`config.mk`:
```
export PLATFORM = sky130hd
export DESIGN_NAME = hazard_tracker
export DESIGN_NICKNAME = d
export VERILOG_FILES = /design/src/rtl/hazard_tracker.sv
export SDC_FILE = /design/constraint.sdc
export NUM_CORES = 1
export LEC_CHECK = 0
export ABC_AREA = 0
export BUFFER_PORTS_ARGS = -buffer_cell sky130_fd_sc_hd__buf_4
export CELL_PAD_IN_SITES_DETAIL_PLACEMENT = 0
export CELL_PAD_IN_SITES_GLOBAL_PLACEMENT = 1
export CORE_ASPECT_RATIO = 0.8
export CORE_MARGIN = 3
export CORE_UTILIZATION = 45
export CTS_BUF_LIST = sky130_fd_sc_hd__clkbuf_8
export CTS_CLUSTER_SIZE = 14
export DETAILED_ROUTE_END_ITERATION = 10
export GPL_ROUTABILITY_DRIVEN = 0
export PLACE_DENSITY = 0.88
export SETUP_SLACK_MARGIN = 0.3
export SYNTH_ARGS = -nofsm -noshare
export SYNTH_HDL_FRONTEND = slang
export SYNTH_SLANG_ARGS = --single-unit
```
`constraint.sdc`:
```
create_clock -name clk -period 3.5 [get_ports clk]
set_clock_uncertainty 0.15 [all_clocks]
set_input_delay 0.7 -clock clk [delete_from_list [all_inputs] [get_ports clk]]
set_output_delay 0.7 -clock clk [all_outputs]
set_load 0.1 [all_outputs]
```
`src/rtl/hazard_tracker.sv`:
```
// Pipeline hazard tracker: tracks in-flight destination registers in E/M/W,
// resolves stall and forwarding selects for the D instruction, and models mult/div occupancy.
module hazard_tracker (
    input  logic       clk,
    input  logic       reset,
    input  logic [4:0] D_rs,
    input  logic [4:0] D_rt,
    input  logic [1:0] D_Tuse_rs,
    input  logic [1:0] D_Tuse_rt,
    input  logic [4:0] D_A3,
    input  logic [1:0] D_Tnew,
    input  logic       D_md_start,
    input  logic       D_md_div,
    input  logic       D_md_use,
    output logic       stall,
    output logic [1:0] fwd_rs_sel,
    output logic [1:0] fwd_rt_sel,
    output logic       md_busy
);

    localparam int unsigned REG_W = 5;
    localparam int unsigned T_W   = 2;
    localparam int unsigned CNT_W = 4;

    localparam logic [T_W-1:0]   T_NONE      = T_W'(3);
    localparam logic [CNT_W-1:0] MD_MULT_CYC = CNT_W'(5);
    localparam logic [CNT_W-1:0] MD_DIV_CYC  = CNT_W'(10);

    logic [REG_W-1:0] e_a3, m_a3, w_a3;
    logic [T_W-1:0]   e_tnew, m_tnew, w_tnew;
    logic             e_md_start, e_md_div;
    logic [CNT_W-1:0] md_cnt;

    logic [1:0]       rs_stage, rt_stage;
    logic [T_W-1:0]   rs_tnew, rt_tnew;
    logic             rs_hazard, rt_hazard;

    // One stage of progress: the write gets one cycle closer, 0 and "no write" stay put.
    function automatic logic [T_W-1:0] age(input logic [T_W-1:0] t);
        return (t == T_W'(0) || t == T_NONE) ? t : t - T_W'(1);
    endfunction

    // Youngest in-flight writer of r as {stage, tnew}; stage 0 means none.
    function automatic logic [3:0] youngest(
        input logic [REG_W-1:0] r,
        input logic [REG_W-1:0] ea, input logic [T_W-1:0] et,
        input logic [REG_W-1:0] ma, input logic [T_W-1:0] mt,
        input logic [REG_W-1:0] wa, input logic [T_W-1:0] wt
    );
        logic [3:0] res;
        res = {2'd0, T_NONE};
        if (r != REG_W'(0)) begin
            if (ea == r && et != T_NONE)      res = {2'd1, et};
            else if (ma == r && mt != T_NONE) res = {2'd2, mt};
            else if (wa == r && wt != T_NONE) res = {2'd3, wt};
        end
        return res;
    endfunction

    always_comb begin
        {rs_stage, rs_tnew} = youngest(D_rs, e_a3, e_tnew, m_a3, m_tnew, w_a3, w_tnew);
        {rt_stage, rt_tnew} = youngest(D_rt, e_a3, e_tnew, m_a3, m_tnew, w_a3, w_tnew);
    end

    always_comb begin
        rs_hazard  = (rs_stage != 2'd0) && (rs_tnew > D_Tuse_rs);
        rt_hazard  = (rt_stage != 2'd0) && (rt_tnew > D_Tuse_rt);
        md_busy    = e_md_start || (md_cnt != CNT_W'(0));
        stall      = rs_hazard || rt_hazard || (D_md_use && md_busy);
        fwd_rs_sel = (rs_stage != 2'd0 && rs_tnew == T_W'(0)) ? rs_stage : 2'd0;
        fwd_rt_sel = (rt_stage != 2'd0 && rt_tnew == T_W'(0)) ? rt_stage : 2'd0;
    end

    // Slot pipeline; a stall injects a bubble into E while M and W keep draining.
    always_ff @(posedge clk or negedge reset) begin
        if (!reset) begin
            e_a3       <= '0;
            e_tnew     <= T_NONE;
            m_a3       <= '0;
            m_tnew     <= T_NONE;
            w_a3       <= '0;
            w_tnew     <= T_NONE;
            e_md_start <= 1'b0;
            e_md_div   <= 1'b0;
        end else begin
            if (stall) begin
                e_a3       <= '0;
                e_tnew     <= T_NONE;
                e_md_start <= 1'b0;
                e_md_div   <= 1'b0;
            end else begin
                e_a3       <= D_A3;
                e_tnew     <= D_Tnew;
                e_md_start <= D_md_start;
                e_md_div   <= D_md_div;
            end
            m_a3   <= e_a3;
            m_tnew <= age(e_tnew);
            w_a3   <= m_a3;
            w_tnew <= age(m_tnew);
        end
    end

    // Mult/div occupancy counter, armed as the operation leaves E.
    always_ff @(posedge clk or negedge reset) begin
        if (!reset) begin
            md_cnt <= '0;
        end else if (e_md_start) begin
            md_cnt <= e_md_div ? MD_DIV_CYC : MD_MULT_CYC;
        end else if (md_cnt != CNT_W'(0)) begin
            md_cnt <= md_cnt - CNT_W'(1);
        end
    end

endmodule

```
==> impl_metrics.csv <==
group,metric,value,unit
outcome,outcome,"finished, violations left",
outcome,violations,"setup timing",
detailed_routing,wl,6.36,mm
sta,rsz0062_at_grt,"yes",
final_layout,syn_to_final_growth,73.4,%
pwr,power.switching,0.598,mW
synth,synth_area,1790,um2
pwr,clockPowerShare,0.122,
synth,syn-instance-count,170,
critical_path,crit_required,2.65,ns
final_layout,final_nets,284,
synth,synthFlopType,"dfrtp_1",
place,numPortBuffers,31,
final_layout,seq_area,687,um2
die,start_util,0.495,
synth,yosysSeqAreaShare,0.382,
clock_network,cts_tree,"yes",
place,pre_cts_slack,-0.468,ns
sta,drv_slew,0,
synth,synth-edff-count,0,
final_layout,drive_gt1_frac,0.641,
final_layout,antenna-diode-count,0,
place,dpl.hpwl,3.91,mm
clock_network,clk_latency,0.28,ns
pwr,combPwrFrac,0.514,
pwr,p_per_area,462,nW/um2
hold_path,hp-class,"in2async",
detailed_routing,initialDrtViolationCount,112,
critical_path,criticalPathCategory,"in2out",
final_layout,fillers,177,
clock_network,clock_path_buffers,2,
sta,period_minus_slack,3.83,ns
grt,track_usage,0.230,
detailed_routing,drc,0,
pwr,intPower,0.837,mW
sta,setup_ws,-0.331,ns
die,die_w,76.5,um
detailed_routing,wl_met1,2.71,mm
grt,grt_pass1_wl,8.63,mm
detailed_routing,first_pass_iters,4,
grt,first_global_vias,1744,
pwr,pwr-share-seq,0.363,
synth,synth_cell_types,43,
critical_path,endpoint_kind,"primary output",
die,die_height,62.4,um
grt,overflow,0,
pwr,p_leak,1.31,nW
die,rows,19,
clock_network,cts-buffers-inserted,3,
final_layout,multi_input_area,1600,um2
sta,setup_viol,1,
sta,fmax,0.261,GHz
critical_path,cp_max_fo,4,
detailed_routing,num_vias,1752,
clock_network,cts_root_buffer,"clkbuf_8",
detailed_routing,drt-vias-per-instance,5.84,
critical_path,crit_arrival,2.98,ns
pwr,swShare,0.417,
detailed_routing,wl_met3,401,um
detailed_routing,wl_per_cell,21.2,um
detailed_routing,top_layer,"met4",
job,drv_cap,0,
die,die-area,4780,um2
synth,syn-num-nets,205,
pwr,ir_drop,0.380,mV
grt,antenna_found_initial,0,
detailed_routing,met2_length,3.07,mm
synth,synth_warnings,0,
sta,timing.slew.headroom,0.505,
clock_network,h-tree-depth,1,
synth,synthArstFlopShare,1.00,
grt,grt_start_max_net_pins,28,
clock_network,clk_pin_slew,0.09,ns
detailed_routing,ant_nets,0,
sta,worst_pin_slew,0.737,ns
clock_network,cts_hold_buf,0,
sta,fin_tns_setup,-0.331,ns
die,pin_count,32,
synth,syn_area_per_cell,10.5,um2
synth,ys_ff_latch,27,
critical_path,start_kind,"primary input",
die,core_area,3610,um2
clock_network,clkSinkCount,27,
sta,fin_crit_sh,1.09,
sta,hold_viol_final,0,
[path summary, 6_finish.rpt]
kind | startpoint | end | slack (ns) | depth (start not counted)
max in group asynchronous | reset | e_tnew[0] | 2.71 | 1
hold reg to reg | e_a3[1] | m_a3[1] | 0.31 | 0
setup reg to reg | w_a3[1] | e_a3[3] | 0.48 | 11
hold / removal | reset | w_a3[0] | 0.17 | 1
min in group clk | e_a3[1] | m_a3[1] | 0.31 | 0
setup / recovery | D_rt[1] | stall | -0.33 | 11
[kinds of logic after synthesis]
| group | after synthesis | synth area share |
|---|---|---|
| AND/OR/NAND/NOR | 60 | 0.212 |
| adder cells (fa/ha/maj) | 9 | 0.0629 |
| XOR/XNOR | 33 | 0.166 |
| flip-flops | 27 | 0.382 |
| buffers and inverters | 11 | 0.0238 |
| AO/OA/AOI/OAI | 25 | 0.124 |
| multiplexers | 5 | 0.0300 |
[worst max-delay path, stage by stage]
cell	delay, ns
buf_12	0.12
xnor2_4	0.17
nand3_4	0.12
or3_4	0.39
mux2_4	0.29
a21oi_2	0.12
ha_1	0.26
a211oi_4	0.33
o31ai_4	0.16
nand3_4	0.12
buf_12	0.18
[metal layers]
metal,vias to the layer above,global-route usage
li1,776,-
met3,19,0.0706
met4,0,0.0452
met1,868,0.291
met2,89,0.390
met5,-,0
[synth_stat cells (5+ instances only)]
library cell	instances	area [um2]
xnor2_1	22	193
dfrtp_1	21	526
nand2_1	11	41.3
xor2_1	10	87.6
ha_1	9	113
inv_1	9	33.8
nor2_1	8	30.0
a21oi_1	7	35.0
nor3_2	7	70.1
dfstp_2	6	158
a211oi_1	5	37.5
nor3_1	5	25.0
nor4_1	5	31.3
[what timing repair did]
item / in CTS / in global routing
gates cloned: 0 / 0
setup endpoints to repair: 5 / 6
buffers inserted: 6 / 4
gates resized for setup: 38 / 32
pin swaps: 19 / 17
[sequential cells by signal (all words and copies together) (netlist names)]
register    flops
md_cnt          4
e_a3            5
m_a3            5
e_tnew          2
w_tnew          2
m_tnew          2
e_md_div        1
e_md_start      1
w_a3            5
[stage by stage]
stage	instances	cell area [um2]	total power, mW	hold slack, ns	utilization
after floorplan	170	2020	0.860	0.254	-
after global placement	286	2570	1.04	0.276	0.711
after detailed placement	286	2570	1.07	0.274	0.711
after CTS	296	2870	1.31	0.179	0.794
after global routing	300	3100	1.50	0.203	0.859
final	300	3100	1.43	0.169	0.859
[cell usage in the layout (no fill, tap or decap), types with 2 or more instances in the layout]
cell / count
mux2i_1: 2
a21o_1: 2
buf_6: 6
nand2_1: 10
inv_1: 10
ha_1: 6
o31ai_4: 2
nor3_2: 8
ha_4: 2
xnor2_1: 5
nor4_4: 3
buf_12: 5
nor4_2: 2
nor3_1: 2
nor2_1: 5
clkbuf_8: 3
xnor2_4: 9
xor2_1: 9
nand4b_1: 2
mux2_2: 2
a211oi_2: 3
dfstp_2: 6
buf_4: 62
nand3_4: 2
nand4_1: 4
dfrtp_1: 18
nor3_4: 3
dfrtp_2: 3
buf_8: 3
a21oi_2: 3
a21oi_1: 3
xnor2_2: 8
or3_1: 3
a2111oi_4: 2
or4_1: 2
nor2_2: 4
[power by group through the flow]
stage	logic (mW)	clock network, mW	registers, mW
floorplan	0.380	0	0.480
global placement	0.545	0	0.492
detailed placement	0.574	0	0.493
CTS	0.636	0.174	0.497
global route	0.779	0.188	0.532
finish	0.738	0.175	0.521
[area by class of cell]
| type | count | share of cell area |
|---|---|---|
| Multi-Input combinational cell | 132 | 0.514 |
| Sequential cell | 27 | 0.221 |
| Timing Repair Buffer | 76 | 0.218 |
| Clock buffer | 3 | 0.0133 |
| Tap cell | 52 | 0.0210 |
| Inverter | 9 | 0.0109 |
| Clock inverter | 1 | 0.00121 |
No activity file was read; power rests on OpenSTA's default activity.
